**src/rtl/iot_pkg.sv**
```systemverilog
// Shared types and constants for the IOTDF engine and its result serializer.
// Holds block geometry, engine function codes and the serializer state encoding.
package iot_pkg;

    localparam int BYTES_PER_BLK = 16;
    localparam int BLK_W         = 128;
    localparam int IDX_W         = $clog2(BYTES_PER_BLK);

    localparam logic [IDX_W-1:0] LAST_IDX = IDX_W'(BYTES_PER_BLK - 1);

    // Engine function codes, shared with the upstream controller.
    localparam logic [2:0] DES_ENCRYPT = 3'd1;
    localparam logic [2:0] DES_DECRYPT = 3'd2;
    localparam logic [2:0] CRC_GEN     = 3'd3;
    localparam logic [2:0] SORT        = 3'd4;

    typedef enum logic {
        IDLE = 1'b0,
        SEND = 1'b1
    } ser_state_e;

endpackage

```
**src/rtl/iot_result_serializer_if.sv**
```systemverilog
// Result-in / byte-out signal bundle of the result serializer.
// The slave modport is the serializer's view; master is the surrounding system.
interface iot_result_serializer_if #(
    parameter int DEPTH = 4
);
    localparam int LVL_W = $clog2(DEPTH) + 1;

    logic                       res_valid;
    logic [iot_pkg::BLK_W-1:0]  res_data;
    logic                       out_valid;
    logic [7:0]                 out_data;
    logic                       out_first;
    logic                       out_last;
    logic                       out_ready;
    logic                       almost_full;
    logic                       overflow;
    logic                       clr_overflow;
    logic [LVL_W-1:0]           level;

    modport master (
        output res_valid, res_data, out_ready, clr_overflow,
        input  out_valid, out_data, out_first, out_last, almost_full, overflow, level
    );

    modport slave (
        input  res_valid, res_data, out_ready, clr_overflow,
        output out_valid, out_data, out_first, out_last, almost_full, overflow, level
    );

endinterface

```
**src/rtl/iot_res_fifo.sv**
```systemverilog
// Synchronous result FIFO; a pop in the same cycle frees the slot for a push,
// so a write into a full FIFO is accepted when the head is being retired.
module iot_res_fifo
    import iot_pkg::*;
#(
    parameter int DEPTH = 4,
    parameter int W     = BLK_W
) (
    input  logic                     clk,
    input  logic                     rst,
    input  logic                     push_i,
    input  logic [W-1:0]             push_data_i,
    input  logic                     pop_i,
    output logic                     push_ok_o,
    output logic [W-1:0]             head_o,
    output logic [$clog2(DEPTH):0]   count_o
);

    localparam int PTR_W = $clog2(DEPTH);
    localparam int CNT_W = PTR_W + 1;

    logic [W-1:0]     mem_q [DEPTH];
    logic [PTR_W-1:0] wr_ptr_q, wr_ptr_d;
    logic [PTR_W-1:0] rd_ptr_q, rd_ptr_d;
    logic [CNT_W-1:0] count_q,  count_d;
    logic             do_pop;

    assign do_pop    = pop_i && (count_q != '0);
    assign push_ok_o = push_i && ((count_q < CNT_W'(DEPTH)) || do_pop);

    always_comb begin
        wr_ptr_d = wr_ptr_q;
        rd_ptr_d = rd_ptr_q;
        count_d  = count_q;
        // Pointers are exactly PTR_W bits wide, so the increment wraps modulo DEPTH.
        if (push_ok_o) wr_ptr_d = wr_ptr_q + 1'b1;
        if (do_pop)    rd_ptr_d = rd_ptr_q + 1'b1;
        unique case ({push_ok_o, do_pop})
            2'b10:   count_d = count_q + 1'b1;
            2'b01:   count_d = count_q - 1'b1;
            default: count_d = count_q;
        endcase
    end

    // NOTE: registers use non-blocking (<=) so every flop samples pre-edge values.
    always_ff @(posedge clk or posedge rst) begin
        if (rst) begin
            wr_ptr_q <= '0;
            rd_ptr_q <= '0;
            count_q  <= '0;
        end else begin
            wr_ptr_q <= wr_ptr_d;
            rd_ptr_q <= rd_ptr_d;
            count_q  <= count_d;
        end
    end

    // NOTE: storage is deliberately not reset; count gates every read, so stale words are never observed.
    always_ff @(posedge clk) begin
        if (push_ok_o) mem_q[wr_ptr_q] <= push_data_i;
    end

    assign head_o  = mem_q[rd_ptr_q];
    assign count_o = count_q;

endmodule

```
**src/rtl/iot_result_serializer.sv**
```systemverilog
// Buffers 128-bit engine results and streams each out as 16 bytes, LSB first,
// over a valid/ready byte link; reports fill level, almost_full and drops.
module iot_result_serializer
    import iot_pkg::*;
#(
    parameter int DEPTH        = 4,
    parameter int AFULL_THRESH = 3
) (
    input  logic                    clk,
    input  logic                    rst,
    iot_result_serializer_if.slave  bus
);

    localparam int CNT_W = $clog2(DEPTH) + 1;

    ser_state_e       state_q, state_d;
    logic [IDX_W-1:0] byte_idx_q, byte_idx_d;
    logic             overflow_q, overflow_d;

    logic [BLK_W-1:0] head;
    logic [CNT_W-1:0] count;
    logic             push_ok;
    logic             pop_last;
    logic             drop;

    logic             out_valid;
    logic [7:0]       out_data;
    logic             out_first;
    logic             out_last;

    iot_res_fifo #(
        .DEPTH (DEPTH),
        .W     (BLK_W)
    ) u_fifo (
        .clk         (clk),
        .rst         (rst),
        .push_i      (bus.res_valid),
        .push_data_i (bus.res_data),
        .pop_i       (pop_last),
        .push_ok_o   (push_ok),
        .head_o      (head),
        .count_o     (count)
    );

    // NOTE: every always_comb output gets a default first, so no path can infer a latch.
    always_comb begin
        state_d    = state_q;
        byte_idx_d = byte_idx_q;
        pop_last   = 1'b0;
        out_valid  = 1'b0;
        out_data   = 8'h00;
        out_first  = 1'b0;
        out_last   = 1'b0;

        unique case (state_q)
            IDLE: begin
                if (count != '0) begin
                    state_d    = SEND;
                    byte_idx_d = '0;
                end
            end
            SEND: begin
                out_valid = 1'b1;
                out_data  = head[{byte_idx_q, 3'b000} +: 8];
                out_first = (byte_idx_q == '0);
                out_last  = (byte_idx_q == LAST_IDX);
                if (bus.out_ready) begin
                    if (byte_idx_q == LAST_IDX) begin
                        pop_last   = 1'b1;
                        byte_idx_d = '0;
                        // Another stored result follows immediately with no idle bubble.
                        if (count <= CNT_W'(1)) state_d = IDLE;
                    end else begin
                        byte_idx_d = byte_idx_q + 1'b1;
                    end
                end
            end
            default: state_d = IDLE;
        endcase
    end

    assign drop       = bus.res_valid && !push_ok;
    assign overflow_d = drop || (overflow_q && !bus.clr_overflow);

    always_ff @(posedge clk or posedge rst) begin
        if (rst) begin
            state_q    <= IDLE;
            byte_idx_q <= '0;
            overflow_q <= 1'b0;
        end else begin
            state_q    <= state_d;
            byte_idx_q <= byte_idx_d;
            overflow_q <= overflow_d;
        end
    end

    assign bus.out_valid   = out_valid;
    assign bus.out_data    = out_data;
    assign bus.out_first   = out_first;
    assign bus.out_last    = out_last;
    assign bus.overflow    = overflow_q;
    assign bus.almost_full = (count >= CNT_W'(AFULL_THRESH));
    assign bus.level       = count;

endmodule

```
**src/flat_wrapper.sv**
```systemverilog
// flat-port wrapper written by rule: the top's interface ports become plain ports
module iot_result_serializer_flat import iot_pkg::*;
#(
    parameter int DEPTH        = 4,
    parameter int AFULL_THRESH = 3
)
  (clk, rst, bus_res_valid, bus_res_data, bus_out_ready, bus_clr_overflow, bus_out_valid, bus_out_data, bus_out_first, bus_out_last, bus_almost_full, bus_overflow, bus_level);
  iot_result_serializer_if #(.DEPTH(DEPTH)) bus_i ();
  input  logic clk;
  input  logic rst;
  input wire logic [$bits(bus_i.res_valid)-1:0] bus_res_valid;
  input wire logic [$bits(bus_i.res_data)-1:0] bus_res_data;
  input wire logic [$bits(bus_i.out_ready)-1:0] bus_out_ready;
  input wire logic [$bits(bus_i.clr_overflow)-1:0] bus_clr_overflow;
  output wire logic [$bits(bus_i.out_valid)-1:0] bus_out_valid;
  output wire logic [$bits(bus_i.out_data)-1:0] bus_out_data;
  output wire logic [$bits(bus_i.out_first)-1:0] bus_out_first;
  output wire logic [$bits(bus_i.out_last)-1:0] bus_out_last;
  output wire logic [$bits(bus_i.almost_full)-1:0] bus_almost_full;
  output wire logic [$bits(bus_i.overflow)-1:0] bus_overflow;
  output wire logic [$bits(bus_i.level)-1:0] bus_level;
  assign bus_i.res_valid = bus_res_valid;
  assign bus_i.res_data = bus_res_data;
  assign bus_i.out_ready = bus_out_ready;
  assign bus_i.clr_overflow = bus_clr_overflow;
  assign bus_out_valid = bus_i.out_valid;
  assign bus_out_data = bus_i.out_data;
  assign bus_out_first = bus_i.out_first;
  assign bus_out_last = bus_i.out_last;
  assign bus_almost_full = bus_i.almost_full;
  assign bus_overflow = bus_i.overflow;
  assign bus_level = bus_i.level;
  iot_result_serializer #(.DEPTH(DEPTH), .AFULL_THRESH(AFULL_THRESH)) u_core (.clk(clk), .rst(rst), .bus(bus_i));
endmodule
```
**config.mk**
```make
export PLATFORM = sky130hd
export DESIGN_NAME = iot_result_serializer_flat
export DESIGN_NICKNAME = d
export VERILOG_FILES = /design/src/rtl/iot_pkg.sv /design/src/rtl/iot_result_serializer_if.sv /design/src/rtl/iot_res_fifo.sv /design/src/rtl/iot_result_serializer.sv /design/src/flat_wrapper.sv
export SDC_FILE = /design/constraint.sdc
export NUM_CORES = 1
export LEC_CHECK = 0
export CAP_MARGIN = 20
export CORE_MARGIN = 2
export CORE_UTILIZATION = 24
export DETAILED_ROUTE_END_ITERATION = 12
export GPL_ROUTABILITY_DRIVEN = 0
export PLACE_DENSITY_LB_ADDON = 0.05
export SLEW_MARGIN = 10
export SYNTH_ARGS = -nofsm -noshare
export SYNTH_HDL_FRONTEND = slang
export SYNTH_SLANG_ARGS = --single-unit
```
**constraint.sdc**
```tcl
create_clock -name clk -period 4.6 [get_ports clk]
set_input_delay 0.92 -clock clk [delete_from_list [all_inputs] [get_ports clk]]
set_output_delay 0.92 -clock clk [all_outputs]
set_load 0.1 [all_outputs]
```
; After elaboration in Yosys (flattened, before gate mapping)
; Memories as Yosys holds them, arrays and structs flattened.
; Index checks and enable logic that the tools add are counted.
; Widths: inputs -> output; s select.
[totals]
register_bits = 13
latchBits = 0
ramBits = 512
mem_bits_ro = 0
out_inout_bits = 16
elab_cells = 53
mem_count = 1
[mem_list]
columns = memory, depth, width, rd, rd_clocked_by_memory_dff, wr, line_no
row1 = u_core.u_fifo.mem_q, 4, 128, 1, 0, 1, iot_res_fifo.sv:22  ; logic [W-1:0] mem_q [DEPTH];
[op_classes]
n_addsub = 5
n_mul = 0
div = 0
magnitude_cmp = 3
eq_ne = 5
shifts = 1
mux = 19
n_bitwise = 1
reduce_logical = 12
[ops]
columns = operator, count
row1 = $shiftx 128x8->8, 1
row2 = $mux 1, 12
row3 = $mux 4, 3
row4 = $mux 8, 1
row5 = $pmux 4 s2, 1
row6 = $pmux 3 s2, 1
row7 = $add 2x1->2 const B, 2
row8 = $add 4x1->4 const B, 1
row9 = $eq 4x4->1 const B, 1
row10 = $logic_and 1x1->1, 4
row11 = $logic_not 4->1, 1
row12 = $add 3x1->3 const B, 1
row13 = $ge 3x2->1 const B, 1
row14 = $le 3x1->1 const B, 1
row15 = $lt 3x3->1 const B, 1
row16 = $reduce_bool 3->1, 1
row17 = $sub 3x1->3 const B, 1
row18 = $eq 2x1->1 const B, 1
row19 = $eq 2x2->1 const B, 1
row20 = $logic_not 1->1, 2
row21 = $logic_or 1x1->1, 2
row22 = $ne 2x1->1 const B, 1
row23 = $ne 2x2->1 const B, 1
row24 = $pmux 1 s2, 1
row25 = other kinds (3), 3

; Longest topological paths before layout
[depth]
depth_word = 10
mapped_depth = 9

; Hierarchy
; Synthesis repeated with hierarchy kept, for this count alone.
[unflattened]
cells_unflattened = 855
hier_area_um2 = 20397.1
[modules_own_cells]
columns = mod, n_inst, cells_per_inst, area_per_inst_um2
row1 = iot_res_fifo, 1, 706, 18885.6
row2 = iot_result_serializer, 1, 149, 1511.4

; Worst setup path before layout
; Ideal clock, no wire load.
[synth_timing]
path_kind = register -> output
start = register u_core.state_q
end = output port bus_out_first
arrival_ns = 4.472
path_slack_ns = -0.792
stages_incl_launch_ff = 4
n_path_buf = 1
path_cell_list = dfrtp_1 -> inv_1 -> clkbuf_1 -> nor4b_1
[synth_between]
elab_chain_cells = 1
[synth_lines]
columns = item, line_no
row1 = "start, declared", iot_result_serializer.sv:16  ; ser_state_e state_q, state_d;
row2 = "start signal, assigned", iot_result_serializer.sv:91  ; state_q <= state_d;
row3 = $mux 1, iot_result_serializer.sv:55  ; unique case (state_q)
row4 = "end, declared", flat_wrapper.sv:17  ; output wire logic [$bits(bus_i.out_first)-1:0] bus_out_first;
; Every way passes these cells.

; Worst setup path after layout
[layout_timing]
start = register u_core.u_fifo.rd_ptr_q[0]
end = output port bus_out_data[1]
[layout_between]
elab_chain_cells = 3
[layout_lines]
columns = item, line_no
row1 = "start, declared", iot_res_fifo.sv:24  ; logic [PTR_W-1:0] rd_ptr_q, rd_ptr_d;
row2 = "start signal, assigned", iot_res_fifo.sv:53  ; rd_ptr_q <= rd_ptr_d;
row3 = $mem_v2 4x128, -
row4 = $shiftx 128x8->8, iot_result_serializer.sv:64  ; out_data = head[{byte_idx_q, 3'b000} +: 8];
row5 = $mux 8, iot_result_serializer.sv:55
row6 = "end, declared", flat_wrapper.sv:16  ; output wire logic [$bits(bus_i.out_data)-1:0] bus_out_data;
; Every way passes these cells.

==> flow_metrics.tcl <==
set metrics [dict create \
    status "finished clean" \
    drcViolationCount 0 \
    crit_chain "buf_12, mux4_2, a22o_1, nor4_2, buf_4, nor3_1, buf_12" \
    ys_seq_area_share_pct 77.22 \
    antenna_found_initial 3 \
    coreArea_mm2 0.08382 \
    drtAntennaViolNets 0 \
    path_common_cell "buf_12" \
    drtIter0Drc 519 \
    power.density_mw_per_mm2 665.1 \
    critical_path_class "reg2out" \
    peakVddDrop_v 0.001013 \
    async_flop_share_pct 2.476 \
    synth_nets 1036 \
    gr-usage-all-layers_pct 12.86 \
    preCtsSetupSlack_ps 174.7 \
    row_count 106 \
    crit_path_start "u_core.u_fifo.rd_ptr_q[0]" \
    fmax_mhz 225.4 \
    r2r_setup_slack_ps 750 \
    vias 9512 \
    crit_slowest_cell "dfrtp_4" \
    grt_pass1_wl_mm 79.36 \
    maxSlewHeadroom_pct 34.47 \
    areaGrowthSynthToFinish_pct 25.71 \
    numCtsBuffers 60 \
    postCtsHoldBufs 0 \
    syn_inst 891 \
    synth-edff-count 512 \
    insertion_delay_ps 620 \
    skew_ps 15.24 \
    dieArea_mm2 0.08706 \
    grt-ovfl-total 0 \
    wl_per_cell_um 24.12 \
    crit_arrival_ps 3520 \
    required_ps 3680 \
    final.min_clock_period_ps 4437 \
    htreeDepth 2 \
    cts_root_buf "clkbuf_16" \
    crit_path_start_kind "flop" \
    boundaryPins 149 \
    end_kind "output pin" \
    synth_cell_types 36 \
    nets 1249 \
    start_util_pct 24.26 \
    worstMarginPinSlew_ps 979.9 \
    multi_input_area_mm2 0.004370 \
    grt_pass1_vias 10540 \
    path_max_fanout 30 \
    die_y_um 295.1 \
    wl_mm 55.14 \
    synth-seq-cells 525 \
    die_w_um 295.1 \
    fin_crit_sh_pct 96.46 \
    synth_flop_cell "edfxtp_1" \
    fin_tns_setup_ps 0 \
    numPortBuffers 148 \
    fillers 8170 \
    hp-start "u_core.bus.overflow" \
    vias_per_cell 4.161 \
    yosysWarnings 0 \
    setup-violations-final 0 \
    clk_pin_slew_ps 60 \
    synth_area_mm2 0.02033 \
    hp-class "reg2reg" \
    p_leak_nw 8.044 \
    hpwl_mm 35.31 \
    drv_cap 0 \
    timing.rr.start "u_core.byte_idx_q[1]" \
    cts_tree "done" \
    hold_viol 0 \
    drive_above_1_share_pct 27.02 \
    finalWorstSetupSlack_ps 163.0 \
    rsz0062_at_grt "false" \
    syn-mean-instance-area_um2 22.82 \
    clock_path_buffers 3 \
    regArea_mm2 0.01571 \
    drv_slew 0 \
    grt_max_degree 63 \
    first_pass_iters 4 \
    clock-sinks 525 \
    max_stage_delay_ps 640 \
]
-- where the power goes --
group | switching (mW) | internal [mW]
Combinational | 3.53 | 2.51
Clock | 1.86 | 2.65
Sequential | 0.305 | 6.14
-- synth_stat cells (5+ instances only) --
cell type | n | share of area (%)
ha_1 | 12 | 0.74
a22o_1 | 16 | 0.69
nor4_1 | 7 | 0.22
buf_4 | 10 | 0.37
inv_1 | 12 | 0.22
and2_1 | 5 | 0.15
nor2_1 | 8 | 0.15
nor3_1 | 8 | 0.20
buf_2 | 16 | 0.39
clkbuf_1 | 13 | 0.24
nand2_1 | 11 | 0.20
o22ai_1 | 26 | 0.80
xnor2_1 | 5 | 0.22
edfxtp_1 | 512 | 76
a21oi_1 | 7 | 0.17
mux4_2 | 128 | 14
mux2i_1 | 16 | 0.79
o21a_1 | 8 | 0.30
o21ai_0 | 6 | 0.15
dfrtp_1 | 13 | 1.6
mux2_2 | 32 | 1.8
-- what timing repair did --
item | CTS | global route
resized for setup | 6 | 1
buffers inserted | 1 | 2
endpoints found under the setup margin | 5 | 2
-- cells by family (layout without fill, tap and decap cells) --
logic type | count (synthesis) | in the layout | synth area share (%)
muxes | 176 | 176 | 16.74
DFF | 525 | 525 | 77.22
and+or+nand+nor | 47 | 47 | 1.194
AOI/OAI and AO/OA | 69 | 69 | 2.326
adders and majority gates | 12 | 12 | 0.7384
other | 0 | 1 | 0
buffers and inverters | 57 | 317 | 1.569
xor gates and xnor gates | 5 | 5 | 0.2154
-- flip-flops by register name, indices dropped and copies added, names as in the netlist --
signal,flops
u_core.u_fifo.rd_ptr_q,2
u_core.u_fifo.wr_ptr_q,2
u_core.u_fifo.mem_q,512
u_core.state_q,1
u_core.bus.overflow,1
u_core.byte_idx_q,4
u_core.u_fifo.count_o,3
-- critical path: cells and delay by family, from the launching register on --
family	cells	cell delay [ps]
and+or+nand+nor	2	590
buffers and inverters	3	740
AOI/OAI and AO/OA	1	310
DFF	1	640
muxes	1	560
-- layout make-up --
cell class | instances | share of cell area [%]
tap | 1134 | 5.551
multi-input combinational | 309 | 17.10
clock buffer | 88 | 6.525
clock inverter | 21 | 0.7000
sequential | 525 | 61.47
inverter | 14 | 0.2056
timing repair buffer | 194 | 8.439
antenna | 1 | 0.009790
-- path summary, 6_finish.rpt --
check | endpoint | depth (start not counted)
worst max-delay path | bus_out_data[1] | 7
worst min-delay path | u_core.bus.overflow | 2
worst max register to register | u_core.u_fifo.mem_q[1][23] | 7
worst min register to register | u_core.bus.overflow | 2
max in group asynchronous | u_core.u_fifo.rd_ptr_q[1] | 2
min in group asynchronous | u_core.u_fifo.wr_ptr_q[0] | 2
-- layer usage --
| layer | GRT usage (%) | part of all wire [%] | vias up |
|---|---|---|---|
| li1 | - | - | 4216 |
| met3 | 2.669 | 4.9 | 76 |
| met4 | 3.169 | 1.9 | 2 |
| met5 | 0 | 0.015 | - |
| met1 | 17.87 | 46 | 5016 |
| met2 | 20.60 | 47 | 202 |
-- layout by cell type (no fill, tap or decap), drive strengths merged, types with 2 or more instances in the layout --
master,netlist,routed
a21oi,7,7
a22o,16,16
a31oi,2,2
and2,5,5
buf,30,57
bufinv,0,3
clkbuf,13,88
clkdlybuf4s50,0,137
clkinv,2,17
dfrtp,13,13
edfxtp,512,512
ha,12,12
inv,12,14
mux2,32,32
mux2i,16,16
mux4,128,128
nand2,11,11
nand3,2,2
nor2,9,9
nor3,8,8
nor4,8,8
o21a,8,8
o21ai,6,6
o22ai,26,26
xnor2,5,5
-- stage by stage --
step | hold slack (ps) | cells | instance area (µm²) | total power, mW | util (%)
2_1_floorplan | 550.6 | 891 | 20340 | 10.16 | -
3_3_place_gp | 526.2 | 2173 | 23600 | 12.76 | 28.16
3_5_place_dp | 542.1 | 2173 | 23600 | 12.70 | 28.16
4_1_cts | 551.1 | 2283 | 25510 | 17.41 | 30.44
5_1_grt | 572.5 | 2285 | 25560 | 17.88 | 30.49
6_report | 539.9 | 2286 | 25560 | 17.00 | 30.49
Power figures use the tool's default switching activity.
